--- config.mk ---
export PLATFORM = sky130hd
export DESIGN_NAME = prio_grant_sequencer
export DESIGN_NICKNAME = d
export VERILOG_FILES = /design/src/rtl/prio_pkg.sv /design/src/rtl/prio_code_decode.sv /design/src/rtl/prio_grant_sequencer.sv
export SDC_FILE = /design/constraint.sdc
export NUM_CORES = 1
export LEC_CHECK = 0
export CAP_MARGIN = 30
export CORE_MARGIN = 1
export CORE_UTILIZATION = 54
export CTS_BUF_LIST = sky130_fd_sc_hd__clkbuf_8
export DETAILED_ROUTE_END_ITERATION = 6
export MAX_ROUTING_LAYER = met4
export PLACE_DENSITY = 0.86
export RECOVER_POWER = 100
export SLEW_MARGIN = 20
export SYNTH_ARGS = -nofsm -noshare
export SYNTH_HDL_FRONTEND = slang
export SYNTH_SLANG_ARGS = --single-unit
export TNS_END_PERCENT = 10
--- constraint.sdc ---
create_clock -name clk -period 1.9 [get_ports clk]
set_input_delay 0.19 -clock clk [delete_from_list [all_inputs] [get_ports clk]]
set_output_delay 0.19 -clock clk [all_outputs]
set_load 0.01 [all_outputs]
--- src/rtl/prio_pkg.sv ---
// Shared definitions for the priority grant path: request-line geometry, code limits and FSM state encoding.
package prio_pkg;
  localparam int unsigned N_REQ  = 10;
  localparam int unsigned CODE_W = 4;

  localparam logic [CODE_W-1:0] CODE_NONE = 4'd0;
  localparam logic [CODE_W-1:0] CODE_MAX  = 4'd10;

  typedef enum logic [1:0] {
    IDLE    = 2'd0,
    GNT_FST = 2'd1,
    GNT_SND = 2'd2
  } state_t;
endpackage

--- src/rtl/prio_code_decode.sv ---
// Combinational priority code to one-hot decoder: code k (1..N) selects line k-1, 0 selects nothing,
// codes above N flag invalid and decode to all-zero.
module prio_code_decode #(
  parameter int unsigned N = 10,
  parameter int unsigned W = 4
) (
  input  logic [W-1:0] code,
  output logic [N-1:0] onehot,
  output logic         invalid
);
  import prio_pkg::*;

  always_comb begin
    onehot  = '0;
    invalid = (code > W'(N));
    for (int unsigned i = 0; i < N; i++) begin
      onehot[i] = (code == W'(i + 1));
    end
  end
endmodule

--- src/rtl/prio_grant_sequencer.sv ---
// Turns a (fst, snd) priority code pair into sequential one-hot grants, each held until acknowledged.
// Optional ack watchdog enabled by defining PRIO_GNT_TIMEOUT_EN.
module prio_grant_sequencer #(
  parameter int unsigned N_REQ   = prio_pkg::N_REQ,
  parameter int unsigned CODE_W  = prio_pkg::CODE_W,
  parameter int unsigned TIMEOUT = 15
) (
  input  logic              clk,
  input  logic              reset,
  input  logic              in_valid,
  output logic              in_ready,
  input  logic [CODE_W-1:0] fst,
  input  logic [CODE_W-1:0] snd,
  output logic [N_REQ-1:0]  gnt,
  output logic              gnt_valid,
  input  logic              gnt_ack,
  output logic              err
);
  import prio_pkg::*;

  state_t             state;
  logic [N_REQ-1:0]   snd_gnt;
  logic [N_REQ-1:0]   fst_oh;
  logic [N_REQ-1:0]   snd_oh;
  logic               fst_inv;
  logic               snd_inv;
  logic               handshake;
  logic               fst_live;
  logic               snd_live;
  logic               pair_err;
  logic               ack;
  logic               timeout_hit;
  logic               timeout_err;

  prio_code_decode #(.N(N_REQ), .W(CODE_W)) u_fst_dec (
    .code(fst), .onehot(fst_oh), .invalid(fst_inv)
  );

  prio_code_decode #(.N(N_REQ), .W(CODE_W)) u_snd_dec (
    .code(snd), .onehot(snd_oh), .invalid(snd_inv)
  );

  assign in_ready  = (state == IDLE);
  assign handshake = in_valid && in_ready;
  assign fst_live  = |fst_oh;
  assign snd_live  = (|snd_oh) && (snd != fst);
  // Invalid codes decode to zero, so a bad fst with a good snd also lands in the "snd without fst" case.
  assign pair_err  = fst_inv || snd_inv || (fst_live && (snd == fst)) || (!fst_live && (|snd_oh));
  assign ack       = gnt_valid && (gnt_ack || timeout_hit);
  assign timeout_err = timeout_hit && !gnt_ack;

`ifdef PRIO_GNT_TIMEOUT_EN
  logic [3:0] wd_cnt;
  logic       grant_load;

  assign grant_load  = (handshake && fst_live) || ((state == GNT_FST) && ack && (|snd_gnt));
  assign timeout_hit = gnt_valid && (wd_cnt == 4'(TIMEOUT));

  always_ff @(posedge clk or posedge reset) begin
    if (reset) begin
      wd_cnt <= '0;
    end else if (grant_load) begin
      wd_cnt <= '0;
    end else if (gnt_valid && !gnt_ack) begin
      wd_cnt <= wd_cnt + 4'd1;
    end
  end
`else
  assign timeout_hit = 1'b0;
  if (TIMEOUT > 15) begin : g_timeout_unused
  end
`endif

  always_ff @(posedge clk or posedge reset) begin
    if (reset) begin
      state     <= IDLE;
      gnt       <= '0;
      gnt_valid <= 1'b0;
      err       <= 1'b0;
      snd_gnt   <= '0;
    end else begin
      err <= timeout_err;
      case (state)
        IDLE: begin
          if (handshake) begin
            err <= pair_err;
            if (fst_live) begin
              gnt       <= fst_oh;
              gnt_valid <= 1'b1;
              snd_gnt   <= snd_live ? snd_oh : '0;
              state     <= GNT_FST;
            end
          end
        end
        GNT_FST: begin
          if (ack) begin
            snd_gnt <= '0;
            if (|snd_gnt) begin
              gnt   <= snd_gnt;
              state <= GNT_SND;
            end else begin
              gnt       <= '0;
              gnt_valid <= 1'b0;
              state     <= IDLE;
            end
          end
        end
        GNT_SND: begin
          if (ack) begin
            gnt       <= '0;
            gnt_valid <= 1'b0;
            state     <= IDLE;
          end
        end
        default: begin
          gnt       <= '0;
          gnt_valid <= 1'b0;
          state     <= IDLE;
        end
      endcase
    end
  end
endmodule

==> key figures <==
Floorplanning
  • I/O pins: 25
  • Num rows: 17
  • Initial core utilization: 0.590
  • Die area: 2710 um2
  • Core area: 2300 um2
  • Die width: 52.1 um
  • Chip height: 52.1 um

Synthesis
  • Post-synth ARST share: 1.00
  • Syn_area_per_cell: 9.54 um2
  • Top post-synthesis cells by area: dfrtp_1 44%, nand2_1 7.2%, a22oi_1 3.9%, o21ai_1 3.7%, o31ai_1 3.3%
  • Yosys cell types: 39
  • Synth area leader: dfrtp_1
  • Top-area cell type share of the netlist area: 0.443
  • Flops & latches, synth: 24
  • Post-synth net total: 154
  • Post-Synthesis Cells: 142
  • Post-synth EDFFs: 0
  • Synth warn: 0
  • Seq/Total Area, Yosys: 0.443
  • Main flop type after synthesis: dfrtp_1
  • Synthesized area: 1360 um2

STA
  • Slew @ Worst Pin: 1.29 ns
  • Count of pins over their slew limit: 0
  • FMAX: 0.569 GHz
  • RSZ-0062 raised after global routing: false
  • Setup Skew: 0.00426 ns
  • Slew margin rel.: 0.142
  • Final hold violation count: 0
  • Setup violators final: 0
  • Worst Slack Setup Final: 0.143 ns
  • Ratio of final minimum period to clock period: 0.925
  • Final min period: 1.76 ns
  • WHS: 0.475 ns

Power
  • Pwr Density: 952 nW/um2
  • Sw frac: 0.384
  • Worst VDD drop: 647 uV
  • Share of power burned in the clock network: 0.183
  • P_sw: 0.627 mW
  • P_int: 1.01 mW
  • Share of power burned in registers: 0.394
  • Total leakage power: 0.763 nW
  • Logic pwr share: 0.423
  • Power, Total: 1.63 mW

GRT
  • Congestion Overflow GR: 0
  • First-pass GRT wire length: 5.38 mm
  • Vias in the first global route: 1,132
  • Largest net degree at the start of global routing: 25
  • GRT Total Usage: 0.289
  • Initial antenna violation count: 0

Cells and area
  • Area grow syn2layout: 26.8%
  • Diodes inserted: 0
  • Commonest non-fill, non-tap cell in the layout: nand2_1
  • Commonest cells after routing, fill and taps aside: 26 x nand2_1, 23 x dfrtp_1, 14 x buf_4
  • Final Instance Area: 1720 um2
  • Final net count: 190
  • Layout cells sized above 1: 0.159

Worst setup path
  • R2R depth: 7
  • Endpoint class of the critical path: flop
  • Worst-path fanout max: 7
  • RR Startpoint: state[0]$_DFFE_PP0P_
  • RR Endpoint: gnt[2]$_DFFE_PP0P_
  • Setup CP Type: in -> reg
  • CP required: 2.05 ns
  • Worst path arrival time: 1.91 ns
  • Reg2reg setup slack: 0.28 ns
  • Crit path launch type: input pin

Clock tree
  • Reg clk slew, reported paths: 0.08 ns
  • Clk sink count: 24
  • Clk buf depth: 2
  • # hold bufs at CTS: 0
  • Cts bufs inserted: 3
  • Post-CTS Setup Inserts: 0
  • H-tree depth: 1
  • CTS tree: built
  • Clock Root Buffer: clkbuf_8
  • Skew-Pair Late Insertion Delay: 0.27 ns

Drt
  • DR pass1 iterations: 5
  • Wire per inst: 15.8 um
  • Final WL: 3.23 mm
  • DR vias/cell: 6.19
  • DR DRC count: 0
  • DR vias: 1,263
  • Number of DRC markers in iteration 0: 72
  • ANT nets after route: 0

Worst hold path
  • Min-delay worst type: reg -> reg
  • Hold path startpoint: gnt[6]$_DFFE_PP0P_
  • Hold Crit Depth: 2
  • WHS Endpoint: gnt[6]$_DFFE_PP0P_

Outcome
  • Outcome: complete, no violations

Placement
  • Post-DP Area: 1700 um2
  • Worst slack at placement: -0.195 ns
  • DPL Wire Length: 2.35 mm
  • PortBufs: 24
  • Routability cong.: 0.881

Run
  • Max Cap Violations: 0
[power groups by stage]
stage / clock, mW / sequential, mW / combinational (mW)
after CTS: 0.303 / 0.646 / 0.762
after floorplan: 0 / 0.662 / 0.443
after global routing: 0.320 / 0.656 / 0.762
after detailed placement: 0 / 0.654 / 0.762
after global placement: 0 / 0.649 / 0.735
final: 0.299 / 0.645 / 0.691
[cell usage after synthesis (4+ instances only)]
cell type and n:
xor2_1 4, a21oi_1 4, nor2b_1 4, a22oi_1 7, dfrtp_1 24, o21ai_1 10, nor2_1 6, nand2_1 26
o31ai_1 6
[per-layer routing]
metal	global-route usage	vias to the layer above	share of wire
met1	0.333	586	0.40
met2	0.472	68	0.50
met5	-	-	0
met3	0.0439	16	0.060
met4	0.176	0	0.039
li1	-	593	-
[critical path: stages]
cell,delay (ns)
clkdlybuf4s50_1,0.55
a21o_1,0.26
a211oi_2,0.29
o21bai_4,0.11
clkbuf_1,0.15
o41ai_2,0.35
[how the worst max path moves through the flow]
stage	slack [ns]	cells past startpoint	endpoint	from
global route	0.04	3	state[1]$_DFFE_PP0P_	reset
global placement	0.01	7	snd_gnt[6]$_DFFE_PP0P_	fst[0]
CTS	0.10	6	snd_gnt[3]$_DFFE_PP0P_	fst[1]
detailed placement	-0.19	6	snd_gnt[3]$_DFFE_PP0P_	fst[1]
finish	0.14	6	snd_gnt[3]$_DFFE_PP0P_	fst[1]
floorplan	0.46	7	snd_gnt[7]$_DFFE_PP0P_	fst[0]
[flip-flops by register name (all words and copies together), names as in the netlist]
| signal | cells |
|---|---|
| gnt_valid | 1 |
| gnt | 10 |
| err | 1 |
| snd_gnt | 10 |
| state | 2 |
[cells by family after synthesis]
kind of cell           count (synthesis)  share of synthesized area
flip-flops                            24                      0.443
AO/OA/AOI/OAI                         47                      0.267
XOR/XNOR                               4                     0.0259
buffers and inverters                 12                     0.0600
AND/OR/NAND/NOR                       55                      0.204
[metrics by stage]
| step | cells | util | setup TNS (ns) |
|---|---|---|---|
| final | 204 | 0.748 | 0 |
| after global routing | 204 | 0.748 | 0 |
| after CTS | 204 | 0.757 | 0 |
| after detailed placement | 201 | 0.739 | -0.721 |
| after global placement | 201 | 0.739 | 0 |
| after floorplan | 142 | - | 0 |
[final cells by class]
class                      count  area (um2)
inverter                       2        7.51
clock buffer                   3        41.3
fill                         167         579
sequential                    24         602
tap                           28        35.0
multi-input combinational    106         676
timing repair buffer          41         357
[repair_timing]
item | CTS | global route
gates resized for setup | 2 | 1
endpoints found under the setup margin | 1 | 1
gates cloned | 0 | 0
No activity file was read; power rests on OpenSTA's default activity.
==> variant 1: new RTL, config.mk and constraints unchanged <==
`CODE_W`: 4 -> 5.
--- a/src/rtl/prio_pkg.sv
+++ b/src/rtl/prio_pkg.sv
@@ -1,7 +1,7 @@
 // Shared definitions for the priority grant path: request-line geometry, code limits and FSM state encoding.
 package prio_pkg;
   localparam int unsigned N_REQ  = 10;
-  localparam int unsigned CODE_W = 4;
+  localparam int unsigned CODE_W = 5;
 
   localparam logic [CODE_W-1:0] CODE_NONE = 4'd0;
   localparam logic [CODE_W-1:0] CODE_MAX  = 4'd10;
Ports: changed (resized fst and snd); port bits go from 25 to 27. The function was not compared with the original's and may differ.
==> variant 1 against the original RTL <==
Total power rose by 8.8%; highest routed layer unchanged; area after synthesis fell by 3.1%; sequential cell count did not move; count of clock-buffer cells in the layout did not move; setup slack got worse by 0.086 ns; final area rose by 3.7%; wire length rose by 17%.
==> variant 1: results (changes against the original RTL) <==
stage	metric	value	unit	change
logic_synthesis	Avg Inst Size Synth	9.72	sq um	+1.9%
route	DR pass1 iterations	4		-1
run_status	run status	completed		
grt	first-pass GRT wire length	6.20	mm	+15%
finish	Nets	189		-0.53%
power	LEAKAGE	0.787	nW	+3.1%
logic_synthesis	count of cell types in the netlist	37		-5.1%
critical_path	RR Endpoint	snd_gnt[8]		
critical_path	Arr. time, crit path	2.02	ns	+0.11 ns
critical_path	Critical Path Source	state[0]		
placement	DP HPWL	2.67	mm	+13%
route	initial drt markers	63		-13%
logic_synthesis	Synth area leaders	dfrtp_1, o2bb2ai_1, a22oi_1		
sta	final hold slack	0.488	ns	+0.0135 ns
worst_hold_path	Hold/Removal Path Class	flop to flop		
grt	vias in the first global route	1381		+22%
grt	GRT Total Usage	33.4	%	+4.4 points
placement	Placement Setup Slack	-0.230	ns	-0.0351 ns
sta	Slew headroom	12.9	%	-1.3 points
logic_synthesis	commonest cells in the netlist	dfrtp_1, nand3_1, nor2_1		
critical_path	R2R setup slack	0.06	ns	-0.22 ns
route	via/cell ratio	6.45		+4.2%
critical_path	CP Max Fanout	11		+4
worst_hold_path	WHS Path Cells	1		-1
logic_synthesis	sequential area share after synthesis	45.8	%	+1.4 points
logic_synthesis	Post-Syn Nets	149		-3.2%
placement	routability cong.	0.877		-0.48%
power	maximum vdd ir drop	0.848	mV	+31%
critical_path	r2r worst-path depth	4		-3
finish	fillers	153		-8.4%
route	Detailed Route WL	3.76	mm	+17%
[variant 1: changes by cell type after synthesis, moves of 3 or more]
cell	unedited run	this run
o21ai_1	10	0
nand2_1	26	9
nand2b_1	3	0
nor2_1	6	10
a21oi_1	4	0
nand3_1	1	11
o2bb2ai_1	0	8
o31ai_2	3	0
xor2_1	4	1
clkbuf_1	2	8
xnor2_1	0	4
[variant 1: through the flow]
stage,cell area [sq um],setup TNS [ns]
global placement,1700,-1.35
floorplan,1310,0
global route,1780,-0.0613
detailed placement,1700,-2.05
CTS,1770,0
finish,1780,0
[variant 1: what timing repair did]
action                                  in CTS  in global routing
hold endpoints to repair                     0                  0
endpoints found under the setup margin       0                  2
gates resized for setup                      0                  2
setup buffers                                0                  0
hold buffers                                 0                  0
[variant 1: report_power, final]
group | total (mW) | switching (mW) | leakage (nW) | internal (mW)
registers | 0.644 | 0.0547 | 0.329 | 0.589
clock network | 0.463 | 0.181 | 0.0357 | 0.282
logic | 0.672 | 0.369 | 0.422 | 0.303
total | 1.78 | 0.604 | 0.787 | 1.17
[variant 1: cell families after synthesis]
kind of cell              after synthesis  share of synthesized area (%)
and+or+nand+nor                        50                           20.0
AOI/OAI and AO/OA                      40                           23.8
xor gates and xnor gates                5                           3.34
muxes                                   2                           1.72
DFF                                    24                           45.8
buffers and inverters                  14                           5.34
[variant 1: routing by layer]
| metal | vias to the layer above | track usage [%] | share of wire [%] |
|---|---|---|---|
| met3 | 12 | 5.65 | 6.4 |
| li1 | 592 | - | - |
| met5 | - | - | 0 |
| met1 | 619 | 37.0 | 41 |
| met4 | 0 | 15.3 | 2.4 |
| met2 | 80 | 58.3 | 50 |
[variant 1: worst max-delay path, cell delays in order (launching register included)]
cell and delay [ns]:
dfrtp_1 0.39, or3b_1 0.39, a2111o_1 0.36, and2_4 0.24, o41ai_2 0.36
[variant 1: layout make-up]
type,count,area [sq um],area share [%]
well taps,28,35.0,1.97
multi-input cells,97,657,36.9
clock inverters,1,30.0,1.69
repair buffers,47,410,23.0
inverters,2,7.51,0.421
flip-flops and latches,24,601,33.7
clock buffers,3,41.3,2.32
[variant 1: worst max-delay path by stage]
stage | cells past startpoint | end | slack (ns)
after floorplan | 7 | snd_gnt[3] | 0.0007
after global placement | 5 | snd_gnt[8] | -0.12
after detailed placement | 5 | snd_gnt[8] | -0.23
after CTS | 4 | snd_gnt[8] | 0.02
after global routing | 4 | snd_gnt[8] | -0.03
final | 4 | snd_gnt[8] | 0.06
==> variant 2: new RTL, same settings <==
Made on the original files. Register the output `err` once more, with the module's reset; this adds one clock of latency there. The other outputs are not delayed to match.
--- a/src/rtl/prio_grant_sequencer.sv
+++ b/src/rtl/prio_grant_sequencer.sv
@@ -17,6 +17,8 @@
   output logic              err
 );
   import prio_pkg::*;
+
+  logic err_s0;
 
   state_t             state;
   logic [N_REQ-1:0]   snd_gnt;
@@ -76,14 +78,14 @@
       state     <= IDLE;
       gnt       <= '0;
       gnt_valid <= 1'b0;
-      err       <= 1'b0;
+      err_s0    <= 1'b0;
       snd_gnt   <= '0;
     end else begin
-      err <= timeout_err;
+      err_s0 <= timeout_err;
       case (state)
         IDLE: begin
           if (handshake) begin
-            err <= pair_err;
+            err_s0 <= pair_err;
             if (fst_live) begin
               gnt       <= fst_oh;
               gnt_valid <= 1'b1;
@@ -120,5 +122,13 @@
       endcase
     end
   end
+  always_ff @(posedge clk or posedge reset) begin
+    if (reset) begin
+      err <= '0;
+    end else begin
+      err <= err_s0;
+    end
+  end
+
 endmodule
 
Behaviour: not the same (Yosys sat finds a counterexample within 4 cycles, from zero or initial values and one cycle with reset high).
==> variant 2 against the original RTL <==
First-iteration DRC count decreased by 9.7%; register-to-register slack worse by 0.17 ns; total power up 17%; area after synthesis rose by 1.1%; sequential cell count increased by 1; setup slack got worse by 0.048 ns; sequential power up 19%; wire length decreased by 1.3%; clock power rose by 6%; via count down 4.2%; final area up 1.0%.
==> variant 2: results (changes against the original RTL) <==
stage	metric	value	unit	change
worst_hold_path	Hold/Removal Path Class	flop to flop		
power	maximum vdd ir drop	0.770	mV	+19%
route	DR WL/cell	15.8	microns	-0.32%
grt	initial antenna violation count	0		unchanged
placement	placed cells	198		-1.5%
finish	fillers	168		+0.60%
placement	Placement Setup Slack	-0.0597	ns	+0.135 ns
placement	DP HPWL	2.34	mm	-0.61%
grt	GRT Total Usage	27.6	%	-1.4 points
finish	Nets	187		-1.6%
logic_synthesis	Synth area leaders	dfrtp_1, nand2_1, a22oi_1		
clock_tree	clock slew at reported path FFs	0.09	ns	
logic_synthesis	commonest cells in the netlist	nand2_1, dfrtp_1, o21ai_0		
grt	first-pass GRT wire length	5.29	mm	-1.7%
route	initial drt markers	65		-9.7%
finish	top flop regs	gnt (10), snd_gnt (10), state (2)		
critical_path	CP Max Fanout	10		+3
critical_path	cell family with the largest share of critical-path delay	buffers and inverters		
finish	share of layout cells above drive strength 1	15.5	%	-0.39 points
logic_synthesis	count of cell types in the netlist	37		-5.1%
clock_tree	PostCTS Resize Cnt	0		-2
logic_synthesis	Avg Inst Size Synth	9.79	sq um	+2.6%
logic_synthesis	XOR/XNOR Fraction of Synth Area	2.56	%	-0.028 points
critical_path	Worst path max stage delay	0.58	ns	+0.03 ns
critical_path	Arr. time, crit path	1.62	ns	-0.29 ns
route	Detailed Route WL	3.18	mm	-1.3%
placement	routability cong.	0.887		+0.64%
clock_tree	root buffer cell	clkbuf_8		
logic_synthesis	Compound-Gate Fraction of Synth Area	26.1	%	-0.57 points
power	LEAKAGE	0.773	nW	+1.3%
logic_synthesis	Post-Syn Nets	152		-1.3%
route	DR pass1 iterations	4		-1
sta	Worst Tran Pin Value	1.37	ns	+0.0793 ns
clock_tree	Max H-tree Level	1		unchanged
logic_synthesis	Syn. warnings	0		unchanged
grt	largest net degree at the start of global routing	29		+16%
logic_synthesis	sequential area share after synthesis	45.7	%	+1.3 points
placement	port bufs	24		unchanged
logic_synthesis	mux share of post-synthesis cell area	0.822	%	+0.82 points
grt	vias in the first global route	1129		-0.27%
sta	skew final	0.000928	ns	-0.00333 ns
logic_synthesis	FFs w/ async S/R, synth	100	%	unchanged
run_status	run status	completed		
route	vias post-DR	1210		-4.2%
critical_path	Crit-path slowest cell	clkdlybuf4s50_1		
variant 2: worst paths after layout:
| path | from | endpoint | slack [ns] | cells past startpoint |
|---|---|---|---|---|
| max in group asynchronous | reset | snd_gnt[1] | 0.43 | 3 |
| hold reg to reg | err_s0 | err | 0.36 | 0 |
| setup reg to reg | snd_gnt[0] | gnt_valid | 0.11 | 4 |
| setup / recovery | state[0] | in_ready | 0.09 | 2 |
| hold / removal | err_s0 | err | 0.36 | 0 |
| min in group asynchronous | reset | state[0] | 0.67 | 3 |
variant 2: routing by layer:
layer / vias up / share of wire [%] / GRT usage, %
met1: 566 / 42 / 34.5
li1: 579 / - / -
met2: 54 / 49 / 43.9
met4: 0 / 2.9 / 13.6
met5: - / 0 / -
met3: 11 / 5.6 / 3.48
variant 2: worst reg2reg max path: cells and delay by family, from the launching register on:
family	cells	cell delay [ns]
simple gates	2	0.60
compound gates	2	0.67
flops	1	0.41
variant 2: cell families (layout without fill, tap and decap cells):
kind of cell,count (synthesis),after routing
and+or+nand+nor,52,52
AOI/OAI and AO/OA,46,46
DFF,25,25
buffers and inverters,12,46
xor gates and xnor gates,4,4
muxes,1,1
variant 2: layout make-up:
type	instances	share of cell area [%]
Timing Repair Buffer	41	21.0
Sequential cell	25	36.0
Inverter	1	0.216
Clock inverter	1	0.288
Clock buffer	3	2.38
Tap cell	28	2.02
Multi-Input combinational cell	103	38.1
variant 2: stage by stage:
step                      hold slack (ns)  utilization [%]  TNS [ns]  area, sq um
after detailed placement            0.346             74.5    -0.533         1710
after global placement              0.332             74.5         0         1710
after CTS                           0.278             76.5         0         1760
after floorplan                     0.217                -         0         1370
after global routing                0.370             75.5         0         1740
final                               0.362             75.5         0         1740
variant 2: power by group:
group	internal (mW)	leakage [nW]	switching, mW
Sequential	0.646	0.341	0.121
Clock	0.147	0.0255	0.171
Combinational	0.372	0.407	0.460
Total	1.16	0.773	0.752
